### config.mk
export PLATFORM = sky130hd
export DESIGN_NAME = data_cache_flat
export DESIGN_NICKNAME = d
export VERILOG_FILES = /design/src/rtl/data_cache_pkg.sv /design/src/rtl/data_cache_if.sv /design/src/rtl/data_cache_array.sv /design/src/rtl/data_cache.sv /design/src/flat_wrapper.sv
export SDC_FILE = /design/constraint.sdc
export NUM_CORES = 2
export LEC_CHECK = 0
export CAP_MARGIN = 10
export CORE_AREA = 2 2 377 416
export DETAILED_ROUTE_END_ITERATION = 16
export DIE_AREA = 0 0 379 418
export DONT_BUFFER_PORTS = 1
export PLACE_DENSITY = 0.39
export SYNTH_ARGS = -nofsm -noshare
export SYNTH_HDL_FRONTEND = slang
export SYNTH_SLANG_ARGS = --single-unit
### constraint.sdc
create_clock -name clk -period 14.65 [get_ports clk]
set_input_delay 1.465 -clock clk [delete_from_list [all_inputs] [get_ports clk]]
set_output_delay 1.465 -clock clk [all_outputs]
set_load 0.05 [all_outputs]
### src/rtl/data_cache_pkg.sv
// Shared constants, FSM state encodings, the line record and the store-merge
// helper used by the direct-mapped data cache.
package data_cache_pkg;

  localparam int LINE_BYTES = 16;
  localparam int LINE_BITS  = LINE_BYTES * 8;
  localparam int OFF_W      = $clog2(LINE_BYTES);
  localparam int TAG_W      = 32 - OFF_W;

  localparam logic [1:0] ST_IDLE      = 2'd0;
  localparam logic [1:0] ST_WRITEBACK = 2'd1;
  localparam logic [1:0] ST_FILL      = 2'd2;
  localparam logic [1:0] ST_INSTALL   = 2'd3;

  // Tags are stored zero-extended to the widest possible tag so the record
  // does not depend on the line count.
  typedef struct packed {
    logic                 valid;
    logic                 dirty;
    logic [TAG_W-1:0]     tag;
    logic [LINE_BITS-1:0] data;
  } line_t;

  function automatic logic [LINE_BITS-1:0] merge_store(
    input logic [LINE_BITS-1:0] line,
    input logic [3:0]           offset,
    input logic                 byte_en,
    input logic [31:0]          wdata
  );
    logic [LINE_BITS-1:0] res;
    res = line;
    if (byte_en) begin
      res[{offset, 3'b000} +: 8] = wdata[7:0];
    end else begin
      res[{offset[3:2], 5'b00000} +: 32] = wdata;
    end
    return res;
  endfunction

endpackage

### src/rtl/data_cache_if.sv
// Requester-side and backing-memory-side bus of the data cache; the cache
// takes the slave view, its environment the master view.
interface data_cache_if;
  import data_cache_pkg::*;

  logic                 req_valid;
  logic                 req_we;
  logic                 req_byte;
  logic [31:0]          req_addr;
  logic [31:0]          req_wdata;
  logic [31:0]          rsp_rdata;
  logic                 rsp_hit;
  logic                 stall_out;
  logic                 mem_req_valid;
  logic                 mem_req_we;
  logic [31:0]          mem_req_addr;
  logic [LINE_BITS-1:0] mem_req_wdata;
  logic                 mem_rsp_valid;
  logic [LINE_BITS-1:0] mem_rsp_rdata;

  modport master (
    output req_valid, req_we, req_byte, req_addr, req_wdata,
    input  rsp_rdata, rsp_hit, stall_out,
    input  mem_req_valid, mem_req_we, mem_req_addr, mem_req_wdata,
    output mem_rsp_valid, mem_rsp_rdata
  );

  modport slave (
    input  req_valid, req_we, req_byte, req_addr, req_wdata,
    output rsp_rdata, rsp_hit, stall_out,
    output mem_req_valid, mem_req_we, mem_req_addr, mem_req_wdata,
    input  mem_rsp_valid, mem_rsp_rdata
  );

endinterface

### src/rtl/data_cache_array.sv
// Tag/data storage: combinational read port, one synchronous write port.
// Only the valid and dirty bits are reset; tag and data are don't-care.
module data_cache_array #(
  parameter int NUM_LINES = 4,
  localparam int IDX_W    = $clog2(NUM_LINES)
) (
  input  logic                          clk,
  input  logic                          rst,
  input  logic [IDX_W-1:0]              rd_idx,
  output data_cache_pkg::line_t         rd_line,
  input  logic                          wr_en,
  input  logic [IDX_W-1:0]              wr_idx,
  input  data_cache_pkg::line_t         wr_line
);
  import data_cache_pkg::*;

  logic [NUM_LINES-1:0] valid_r;
  logic [NUM_LINES-1:0] dirty_r;
  logic [TAG_W-1:0]     tag_r  [NUM_LINES];
  logic [LINE_BITS-1:0] data_r [NUM_LINES];

  // Status bits
  always_ff @(posedge clk) begin
    if (rst) begin
      valid_r <= '0;
      dirty_r <= '0;
    end else if (wr_en) begin
      valid_r[wr_idx] <= wr_line.valid;
      dirty_r[wr_idx] <= wr_line.dirty;
    end
  end

  // Tag and data payload
  always_ff @(posedge clk) begin
    if (wr_en) begin
      tag_r[wr_idx]  <= wr_line.tag;
      data_r[wr_idx] <= wr_line.data;
    end
  end

  // Read port
  always_comb begin
    rd_line       = '0;
    rd_line.valid = valid_r[rd_idx];
    rd_line.dirty = dirty_r[rd_idx];
    rd_line.tag   = tag_r[rd_idx];
    rd_line.data  = data_r[rd_idx];
  end

endmodule

### src/rtl/data_cache.sv
// Direct-mapped write-back, write-allocate data cache. A miss stalls the
// requester, optionally writes back the dirty victim, fills, installs and
// then replays the held request as a hit.
module data_cache #(
  parameter int NUM_LINES  = 4,
  parameter int LINE_BYTES = 16
) (
  input logic         clk,
  input logic         rst,
  data_cache_if.slave bus
);
  import data_cache_pkg::*;

  localparam int LOFF_W = $clog2(LINE_BYTES);
  localparam int IDX_W  = $clog2(NUM_LINES);

  logic [1:0]           state_r;
  logic [1:0]           state_next_s;
  logic [TAG_W-1:0]     miss_line_r;
  logic [LINE_BITS-1:0] fill_data_r;
  logic [IDX_W-1:0]     req_idx_s;
  logic [IDX_W-1:0]     miss_idx_s;
  logic [IDX_W-1:0]     rd_idx_s;
  logic [IDX_W-1:0]     wr_idx_s;
  logic [TAG_W-1:0]     req_tag_s;
  logic [TAG_W-1:0]     miss_tag_s;
  line_t                rd_line_s;
  line_t                wr_line_s;
  logic                 wr_en_s;
  logic                 hit_s;
  logic                 miss_s;
  logic [31:0]          word_s;
  logic [31:0]          wb_addr_s;

  assign req_idx_s  = bus.req_addr[LOFF_W +: IDX_W];
  assign req_tag_s  = TAG_W'(bus.req_addr >> (LOFF_W + IDX_W));
  assign miss_idx_s = miss_line_r[IDX_W-1:0];
  assign miss_tag_s = miss_line_r >> IDX_W;
  // Outside IDLE the array is addressed by the latched miss line (victim view).
  assign rd_idx_s   = (state_r == ST_IDLE) ? req_idx_s : miss_idx_s;

  assign hit_s  = (state_r == ST_IDLE) && bus.req_valid && rd_line_s.valid &&
                  (rd_line_s.tag == req_tag_s);
  assign miss_s = (state_r == ST_IDLE) && bus.req_valid && !hit_s;
  assign word_s = rd_line_s.data[{bus.req_addr[3:2], 5'b00000} +: 32];
  assign wb_addr_s = (32'(rd_line_s.tag) << (LOFF_W + IDX_W)) |
                     (32'(miss_idx_s) << LOFF_W);

  data_cache_array #(.NUM_LINES(NUM_LINES)) u_array (
    .clk     (clk),
    .rst     (rst),
    .rd_idx  (rd_idx_s),
    .rd_line (rd_line_s),
    .wr_en   (wr_en_s),
    .wr_idx  (wr_idx_s),
    .wr_line (wr_line_s)
  );

  // Requester response
  always_comb begin
    bus.rsp_hit   = hit_s;
    bus.rsp_rdata = 32'd0;
    if (!hit_s) begin
      bus.rsp_rdata = 32'd0;
    end else if (bus.req_byte) begin
      bus.rsp_rdata = {24'd0, word_s[{bus.req_addr[1:0], 3'b000} +: 8]};
    end else begin
      bus.rsp_rdata = word_s;
    end
    bus.stall_out = (state_r == ST_IDLE) ? miss_s : 1'b1;
  end

  // Array write: install of a filled line or merge of a store hit
  always_comb begin
    wr_en_s   = 1'b0;
    wr_idx_s  = req_idx_s;
    wr_line_s = rd_line_s;
    if (state_r == ST_INSTALL) begin
      wr_en_s         = 1'b1;
      wr_idx_s        = miss_idx_s;
      wr_line_s.valid = 1'b1;
      wr_line_s.dirty = 1'b0;
      wr_line_s.tag   = miss_tag_s;
      wr_line_s.data  = fill_data_r;
    end else if (hit_s && bus.req_we) begin
      wr_en_s         = 1'b1;
      wr_line_s.dirty = 1'b1;
      wr_line_s.data  = merge_store(rd_line_s.data, bus.req_addr[3:0],
                                    bus.req_byte, bus.req_wdata);
    end else begin
      wr_en_s = 1'b0;
    end
  end

  // Miss sequencing
  always_comb begin
    state_next_s = state_r;
    case (state_r)
      ST_IDLE: begin
        if (miss_s) begin
          state_next_s = (rd_line_s.valid && rd_line_s.dirty) ? ST_WRITEBACK : ST_FILL;
        end else begin
          state_next_s = ST_IDLE;
        end
      end
      ST_WRITEBACK: begin
        if (bus.mem_rsp_valid) begin
          state_next_s = ST_FILL;
        end else begin
          state_next_s = ST_WRITEBACK;
        end
      end
      ST_FILL: begin
        if (bus.mem_rsp_valid) begin
          state_next_s = ST_INSTALL;
        end else begin
          state_next_s = ST_FILL;
        end
      end
      ST_INSTALL: state_next_s = ST_IDLE;
      default:    state_next_s = ST_IDLE;
    endcase
  end

  // Backing-memory request, driven purely from state and latched address
  always_comb begin
    bus.mem_req_valid = 1'b0;
    bus.mem_req_we    = 1'b0;
    bus.mem_req_addr  = 32'd0;
    bus.mem_req_wdata = '0;
    case (state_r)
      ST_WRITEBACK: begin
        bus.mem_req_valid = 1'b1;
        bus.mem_req_we    = 1'b1;
        bus.mem_req_addr  = wb_addr_s;
        bus.mem_req_wdata = rd_line_s.data;
      end
      ST_FILL: begin
        bus.mem_req_valid = 1'b1;
        bus.mem_req_addr  = {miss_line_r, 4'b0000};
      end
      default: begin
        bus.mem_req_valid = 1'b0;
      end
    endcase
  end

  // State, miss address and fill buffer registers
  always_ff @(posedge clk) begin
    if (rst) begin
      state_r     <= ST_IDLE;
      miss_line_r <= '0;
      fill_data_r <= '0;
    end else begin
      state_r <= state_next_s;
      if (miss_s) begin
        miss_line_r <= bus.req_addr[31:4];
      end
      if ((state_r == ST_FILL) && bus.mem_rsp_valid) begin
        fill_data_r <= bus.mem_rsp_rdata;
      end
    end
  end

endmodule

### src/flat_wrapper.sv
// flat-port wrapper written by rule: the top's interface ports become plain ports
module data_cache_flat import data_cache_pkg::*;
#(
  parameter int NUM_LINES  = 4,
  parameter int LINE_BYTES = 16
)
  (clk, rst, bus_req_valid, bus_req_we, bus_req_byte, bus_req_addr, bus_req_wdata, bus_rsp_rdata, bus_rsp_hit, bus_stall_out, bus_mem_req_valid, bus_mem_req_we, bus_mem_req_addr, bus_mem_req_wdata, bus_mem_rsp_valid, bus_mem_rsp_rdata);
  data_cache_if bus_i ();
  input logic clk;
  input logic rst;
  input wire logic [$bits(bus_i.req_valid)-1:0] bus_req_valid;
  input wire logic [$bits(bus_i.req_we)-1:0] bus_req_we;
  input wire logic [$bits(bus_i.req_byte)-1:0] bus_req_byte;
  input wire logic [$bits(bus_i.req_addr)-1:0] bus_req_addr;
  input wire logic [$bits(bus_i.req_wdata)-1:0] bus_req_wdata;
  output wire logic [$bits(bus_i.rsp_rdata)-1:0] bus_rsp_rdata;
  output wire logic [$bits(bus_i.rsp_hit)-1:0] bus_rsp_hit;
  output wire logic [$bits(bus_i.stall_out)-1:0] bus_stall_out;
  output wire logic [$bits(bus_i.mem_req_valid)-1:0] bus_mem_req_valid;
  output wire logic [$bits(bus_i.mem_req_we)-1:0] bus_mem_req_we;
  output wire logic [$bits(bus_i.mem_req_addr)-1:0] bus_mem_req_addr;
  output wire logic [$bits(bus_i.mem_req_wdata)-1:0] bus_mem_req_wdata;
  input wire logic [$bits(bus_i.mem_rsp_valid)-1:0] bus_mem_rsp_valid;
  input wire logic [$bits(bus_i.mem_rsp_rdata)-1:0] bus_mem_rsp_rdata;
  assign bus_i.req_valid = bus_req_valid;
  assign bus_i.req_we = bus_req_we;
  assign bus_i.req_byte = bus_req_byte;
  assign bus_i.req_addr = bus_req_addr;
  assign bus_i.req_wdata = bus_req_wdata;
  assign bus_rsp_rdata = bus_i.rsp_rdata;
  assign bus_rsp_hit = bus_i.rsp_hit;
  assign bus_stall_out = bus_i.stall_out;
  assign bus_mem_req_valid = bus_i.mem_req_valid;
  assign bus_mem_req_we = bus_i.mem_req_we;
  assign bus_mem_req_addr = bus_i.mem_req_addr;
  assign bus_mem_req_wdata = bus_i.mem_req_wdata;
  assign bus_i.mem_rsp_valid = bus_mem_rsp_valid;
  assign bus_i.mem_rsp_rdata = bus_mem_rsp_rdata;
  data_cache #(.NUM_LINES(NUM_LINES), .LINE_BYTES(LINE_BYTES)) u_core (.clk(clk), .rst(rst), .bus(bus_i));
endmodule
==> Word-level counts from Yosys, hierarchy flattened <==
Memory sizes are Yosys's and may differ from the RTL's.
Cells that the tools add are included.
{ "op_classes": {"mux": 35, "bitwise_logic": 1, "reduce_logical": 11, "shift": 6, "n_lt_le_gt_ge": 3, "add_sub_neg": 2, "n_eq_ne": 4} }
{ "op_table": {"columns": ["cell", "count"], "rows": [
  ["$mux 128", 4],
  ["$bwmux 128", 2],
  ["$shift 32x9->128 const A", 1],
  ["$shift 8x9->128 const A", 1],
  ["$shiftx 128x8->32", 1],
  ["$shiftx 32x9->128", 1],
  ["$shiftx 8x9->128", 1],
  ["$mux 32", 2],
  ["$pmux 32 s2", 1],
  ["$or 32x6->32", 1],
  ["$shiftx 32x6->8", 1],
  ["$eq 28x26->1", 1],
  ["$mux 28", 1],
  ["$neg 7->9", 2],
  ["$mux 1", 14],
  ["$mux 2", 5],
  ["$bwmux 4", 2],
  ["$logic_and 1x1->1", 8],
  ["$pmux 2 s4", 1],
  ["$lt 2x3->1 const B", 2],
  ["$bmux 1 s2", 2],
  ["$eq 2x2->1 const B", 2],
  ["$demux 1 s2", 1],
  ["$eq 2x1->1 const B", 1],
  ["other kinds (4)", 4]
]} }
{ "totals": {"word_cells": 69, "in_bits": 198, "output_inout_bits": 196, "ramBits": 624, "register_bits": 166, "mem_count": 2} }
{ "mem_list": {"columns": ["name", "words", "word_bits", "rd", "rd_ports_with_merged_regs", "write_ports", "line_no", "source"], "rows": [
  ["u_core.u_array.data_r", 4, 128, 1, 0, 1, "data_cache_array.sv:20", "logic [LINE_BITS-1:0] data_r [NUM_LINES];"],
  ["u_core.u_array.tag_r", 4, 28, 1, 0, 1, "data_cache_array.sv:19", "logic [TAG_W-1:0] tag_r [NUM_LINES];"]
]} }

==> Depth between registers and ports, before layout <==
{ "logic_depth": {"ltp_word": 11, "depth_mapped": 16, "ltp_nobuf": 10} }

==> Hierarchy <==
Synthesis repeated with hierarchy kept, for this count alone.
{ "unflattened": {"cells_unflattened": 2901, "area_unflattened_um2": 37489.7} }
{ "by_module_without_submodules": {"columns": ["module", "n_inst", "area_per_inst_um2", "cells_each", "seq_area_each_um2"], "rows": [
  ["data_cache_array", 1, 22965.8, 852, 18898.1],
  ["data_cache", 1, 14523.9, 2049, 3163.0]
]} }

==> Worst setup path after synthesis <==
Ideal clock, no wire load.
{ "synth_timing": {"path_type": "input port to flip-flop", "start": "input bus_req_addr[5]", "end": "memory u_core.u_array.data_r[2][0] (netlist name), enable pin", "required_time_ns": 13.946, "path_slack_ns": 2.824, "n_path_buf": 4, "setup_ns": 0.704, "cell_stages": 12, "arrival_ns": 11.122, "cell_sequence": "clkbuf_1 > mux2i_4 > clkbuf_1 > mux4_2 > xor2_1 > nor4_1 > nand4_1 > nor4_1 > buf_2 > buf_4 > nand3b_1 > o21bai_1"} }
{ "synth_between": {"elab_chain_len": 10, "elab_cells_between_ends": 13, "classes_between": "eq/ne (1); mux (8); reduce/logical (3); memory (1)"} }
{ "synth_lines": {"columns": ["item", "line_no", "source"], "rows": [
  ["start, declared", "flat_wrapper.sv:14", "input wire logic [$bits(bus_i.req_addr)-1:0] bus_req_addr;"],
  ["branches (longest 10 deep; another with $mem_v2 4x28)", null, null],
  ["end, declared", "data_cache_array.sv:20", null]
]} }
Several ways; the timed one is not identified. The select of a mux whose other input is x is not followed.

==> Worst setup path in the final report <==
{ "layout_timing": {"start": "register u_core.state_r[0]", "end": "memory u_core.u_array.data_r[2][117] (netlist name), enable pin"} }
{ "layout_between": {"elab_chain_len": 11, "elab_cells_between_ends": 16, "classes_between": "eq/ne (2); mux (8); reduce/logical (5); memory (1)"} }
{ "layout_lines": {"columns": ["item", "line_no", "source"], "rows": [
  ["start, declared", "data_cache.sv:17", "logic [1:0] state_r;"],
  ["start signal, assigned", "data_cache.sv:155", "state_r <= state_next_s;"],
  ["branches (longest 11 deep; another with $mem_v2 4x28)", null, null]
]} }
Several ways; the timed one is not identified. The select of a mux whose other input is x is not followed.

==> out/results.txt <==
Area share of fa/ha/maj cells after synthesis: 0.004242. Most common cell after layout, fill and taps aside: sky130_fd_sc_hd__edfxtp_1. The leakage power was 13.24 nW; the ratio of final minimum period to clock period was 0.5428.

Among all flip-flop cells after synthesis, the most frequent one is sky130_fd_sc_hd__edfxtp_1. Met3 usage in global routing: 0.06388. The H-tree was split into 3 levels. In this run, post-CTS hold repair placed 0 buffers. The count of buffers added on input and output ports is 0.

The floorplan step defined a core boundary enclosing 153,800 µm². The logs give 26.13k for the number of global-route vias before repair and 0 for the total grt overflow. Critical path startpoint category: a register.

The maximum vdd drop is 0.08918 mV, and the estimated wirelength of the detail-placed design is 112,100 µm. The width of the chip works out to 379 µm. Setup violations remaining at the end of the flow were counted as 0. TritonCTS built the clock tree.

Once placement completed, the tool counted placed cells totaling 4,865. The number of antenna violations at the first check in global routing came out at 16. In the layout the commonest cells are 624 x sky130_fd_sc_hd__edfxtp_1, 467 x sky130_fd_sc_hd__nand2_1, 251 x sky130_fd_sc_hd__a21oi_1, 236 x sky130_fd_sc_hd__mux2i_1, 184 x sky130_fd_sc_hd__mux4_2.

In this run the most critical hold path is launched from u_core.fill_data_r[47]$_SDFFE_PP0P_. The xor-xnor portion of the synthesized cell area is 0.005481, and the synthesized area per cell is 12.74 µm². The register area share after synthesis is 0.5753, and the weighted congestion at the end of routability-driven global placement is 0.8834. The number of hold violations in the final report is 0. The compound-gate portion of the synthesized area is 0.1071, and the number of pins exceeding their max-slew limit in the final report is 0. The logs give 0.2494 for the effective utilization at floorplan and 38,350 µm² for the mapped cell area.

By startpoint and endpoint, the worst setup path is classified as reg -> reg. In the routed layout, each cell is associated on average with a via count of 5.211. Clock-pin slew was measured on the worst setup and hold paths at 0.06 ns. The floorplan has 151 rows.

The startpoint identified for the worst register-to-register timing path is u_core.state_r[0]$_SDFF_PP0_. The number of gates resized after CTS was 0. The worst setup path is captured at a register.

Of all nets on the critical path, the largest fanout is 90. The global-route met1 utilization is 0.2572. The die is 418 µm tall.

For the routed via count, the log shows 26.31k. Timing analysis after detailed placement gives a worst setup slack of 6.199 ns. Share of cell area taken by muxes after synthesis: 0.1773. In this run the deepest clock path goes through 3 buffers. Dividing the detail-routed wire length by the instance count gives 31.83 µm. The tools report the pin count of the biggest net entering global routing as 268.

The type of the most critical hold path was reg -> reg. In this run the most used layer during global routing was met2. The run gives 0 ns as the final sum of negative setup slack. The routed design has 160,700 µm of wire. In this run, synthesis produced a sequential element count of 790. Synthesis instantiated 65 different standard cells from the library. Overall global routing resource usage: 0.1982. Based on the critical path, the design can be clocked at up to 125.7 MHz. Data arrives at the worst endpoint at 8.27 ns. The logs give 0.72 ns for the clock latency on the worst-skew pair and 394 for the number of placed I/O pins.

Setup repair after global routing left no endpoint under its margin. After layout, the worst setup slack is 6.698 ns. The tool flagged a number of max-cap violations equal to 0.

After detailed routing, the number of remaining DRC violations is 0. The first global-routing pass estimated 219,700 µm of wire. Relative to the synthesized area, the layout overhead comes to 13.83%.

After the first detailed-routing iteration, the DRC count stood at 2,698. The run finished with clean final reports. Leaving out filler cells and counting taps, the final layout contains 5,049.

The start point of the critical path was u_core.state_r[0]$_SDFF_PP0_. Worst slew margin relative to its limit: 0.1390. The tools report the CTS root buffer as sky130_fd_sc_hd__clkbuf_16. The met2 track demand over resource was 0.3088; the time the final worst path needs with I/O delays and setup was 7.952 ns. The fraction of synthesis flops using an asynchronous set or reset pin was 0. During synthesis, Yosys emitted a total of 0 warnings. Total clock buffers created by CTS: 95. The fraction of the mapped netlist area in simple logic gates came out at 0.09971. The power per standard cell area came out at 128.5 nW/µm². For the pin with the worst max-slew slack, the measured transition is 1.283 ns. For the remaining number of nets flagged by the antenna check after routing, the log shows 0. The fraction of final layout cells with drive strength greater than 1 is 0.1477.

Counting every sink on the clock net gives 790. Yosys mapped a number of flops with a built-in enable equal to 624. The first detailed-routing pass took 6 iterations. After synthesis, the largest family of logic cells by area is multiplexers.

Across the routed clock network, the largest skew measured is 0.03129 ns. For this run, the post-layout net count is 3,109. The number of buffers added for setup after CTS is 0.

The logs give 0.2838 for the end-of-flow core utilization and 3,010 for the gate count after technology mapping. At the worst endpoint, the required time is 14.96 ns. Floorplan die area: 158,400 µm².
-- flip-flops by register name (all words and copies together), names as in the netlist --
name,cells
u_core.u_array.data_r,512
u_core.fill_data_r,128
u_core.u_array.tag_r,112
u_core.miss_line_r,28
u_core.u_array.dirty_r,4
u_core.u_array.valid_r,4
u_core.state_r,2
-- through the flow --
| stage | hold WS [ns] | area (µm²) | total power [mW] |
|---|---|---|---|
| 5_1_grt | 0.4726 | 43640 | 5.792 |
| 3_3_place_gp | 0.4452 | 40350 | 3.152 |
| 3_5_place_dp | 0.4468 | 40350 | 3.154 |
| 6_report | 0.4536 | 43650 | 5.607 |
| 2_1_floorplan | 0.4321 | 38360 | 2.944 |
| 4_1_cts | 0.4553 | 43630 | 5.673 |
-- worst max-delay path, stage by stage (launching register included) --
cell                        delay, ns
sky130_fd_sc_hd__dfxtp_1         0.37
sky130_fd_sc_hd__inv_1           0.13
sky130_fd_sc_hd__ha_1            0.53
sky130_fd_sc_hd__mux2i_4         0.86
sky130_fd_sc_hd__buf_4           0.77
sky130_fd_sc_hd__mux4_2          0.43
sky130_fd_sc_hd__or2_1           0.28
sky130_fd_sc_hd__a2111oi_2       0.39
sky130_fd_sc_hd__nand4_1         0.15
sky130_fd_sc_hd__nor4_2          0.29
sky130_fd_sc_hd__buf_12          0.55
sky130_fd_sc_hd__nand3b_1        0.22
sky130_fd_sc_hd__o21bai_4        0.67
sky130_fd_sc_hd__buf_4           0.80
sky130_fd_sc_hd__buf_4           0.76
-- cell usage after synthesis, drive strengths merged (2+ instances only) --
| library cell | count | share of area |
|---|---|---|
| edfxtp | 624 | 0.49 |
| nand2 | 468 | 0.046 |
| a21oi | 251 | 0.033 |
| mux2i | 238 | 0.062 |
| clkbuf | 194 | 0.019 |
| mux4 | 184 | 0.11 |
| dfxtp | 166 | 0.087 |
| and2 | 165 | 0.027 |
| o21ai | 146 | 0.019 |
| a221oi | 128 | 0.029 |
| buf | 65 | 0.0098 |
| nor2 | 40 | 0.0039 |
| nor2b | 36 | 0.0059 |
| a31o | 29 | 0.0066 |
| nor4b | 28 | 0.0064 |
| a31oi | 23 | 0.0038 |
| mux2 | 23 | 0.0068 |
| a22oi | 22 | 0.0043 |
| inv | 20 | 0.0020 |
| xor2 | 20 | 0.0046 |
| and3 | 18 | 0.0029 |
| ha | 13 | 0.0042 |
| a21boi | 9 | 0.0018 |
| nand3 | 9 | 0.0012 |
| nor3 | 8 | 0.0010 |
| o31a | 8 | 0.0018 |
| nand2b | 7 | 0.0011 |
| nor4 | 7 | 0.0013 |
| or3 | 7 | 0.0011 |
| o31ai | 6 | 0.0012 |
| o22ai | 5 | 0.00082 |
| or2 | 5 | 0.00082 |
| nand4 | 4 | 0.00065 |
| o22a | 4 | 0.00091 |
| xnor2 | 4 | 0.00091 |
| a2111oi | 3 | 0.00085 |
| a211oi | 2 | 0.00039 |
| a22o | 2 | 0.00046 |
| nand3b | 2 | 0.00039 |
| o211a | 2 | 0.00052 |
| o211ai | 2 | 0.00039 |
| o21a | 2 | 0.00039 |
-- final timing paths --
| check | cells after the start | slack (ns) | endpoint |
|---|---|---|---|
| worst max-delay path | 14 | 6.70 | u_core.u_array.data_r[2][117]$_DFFE_PP_ |
| worst min-delay path | 2 | 0.45 | u_core.fill_data_r[47]$_SDFFE_PP0P_ |
| worst max register to register | 14 | 6.70 | u_core.u_array.data_r[2][117]$_DFFE_PP_ |
| worst min register to register | 2 | 0.45 | u_core.fill_data_r[47]$_SDFFE_PP0P_ |
-- routing by layer --
metal | wire length (µm) | vias to the layer above | part of all wire
li1 | - | 11320 | -
met1 | 66810 | 13700 | 0.42
met2 | 73000 | 1059 | 0.45
met3 | 15250 | 207 | 0.095
met4 | 5523 | 18 | 0.034
met5 | 106 | - | 0.00066
-- where the power goes --
group / leakage [nW] / internal, mW / total, mW / switching (mW)
Clock: 1.60 / 1.51 / 2.50 / 0.993
Combinational: 4.68 / 0.212 / 0.627 / 0.415
Sequential: 6.96 / 2.47 / 2.48 / 0.0148
-- logic make-up (layout without fill, tap and decap cells) --
group | Yosys count | in the layout
flops | 790 | 790
mux | 445 | 445
compound gates | 652 | 652
xor+xnor | 24 | 24
fa+ha+maj | 13 | 13
buf+inv | 280 | 247
other cells | 1 | 8
simple gates | 805 | 805
-- layout make-up --
class,instances,area [µm²]
Fill cell,15820,110100
Sequential cell,790,22060
Antenna cell,4,10.01
Tap cell,2065,2584
Inverter,21,78.83
Multi-Input combinational cell,1943,15240
Clock buffer,122,2571
Timing Repair Buffer,47,390.4
Clock inverter,57,715.7
No activity file was read; power rests on OpenSTA's default activity.
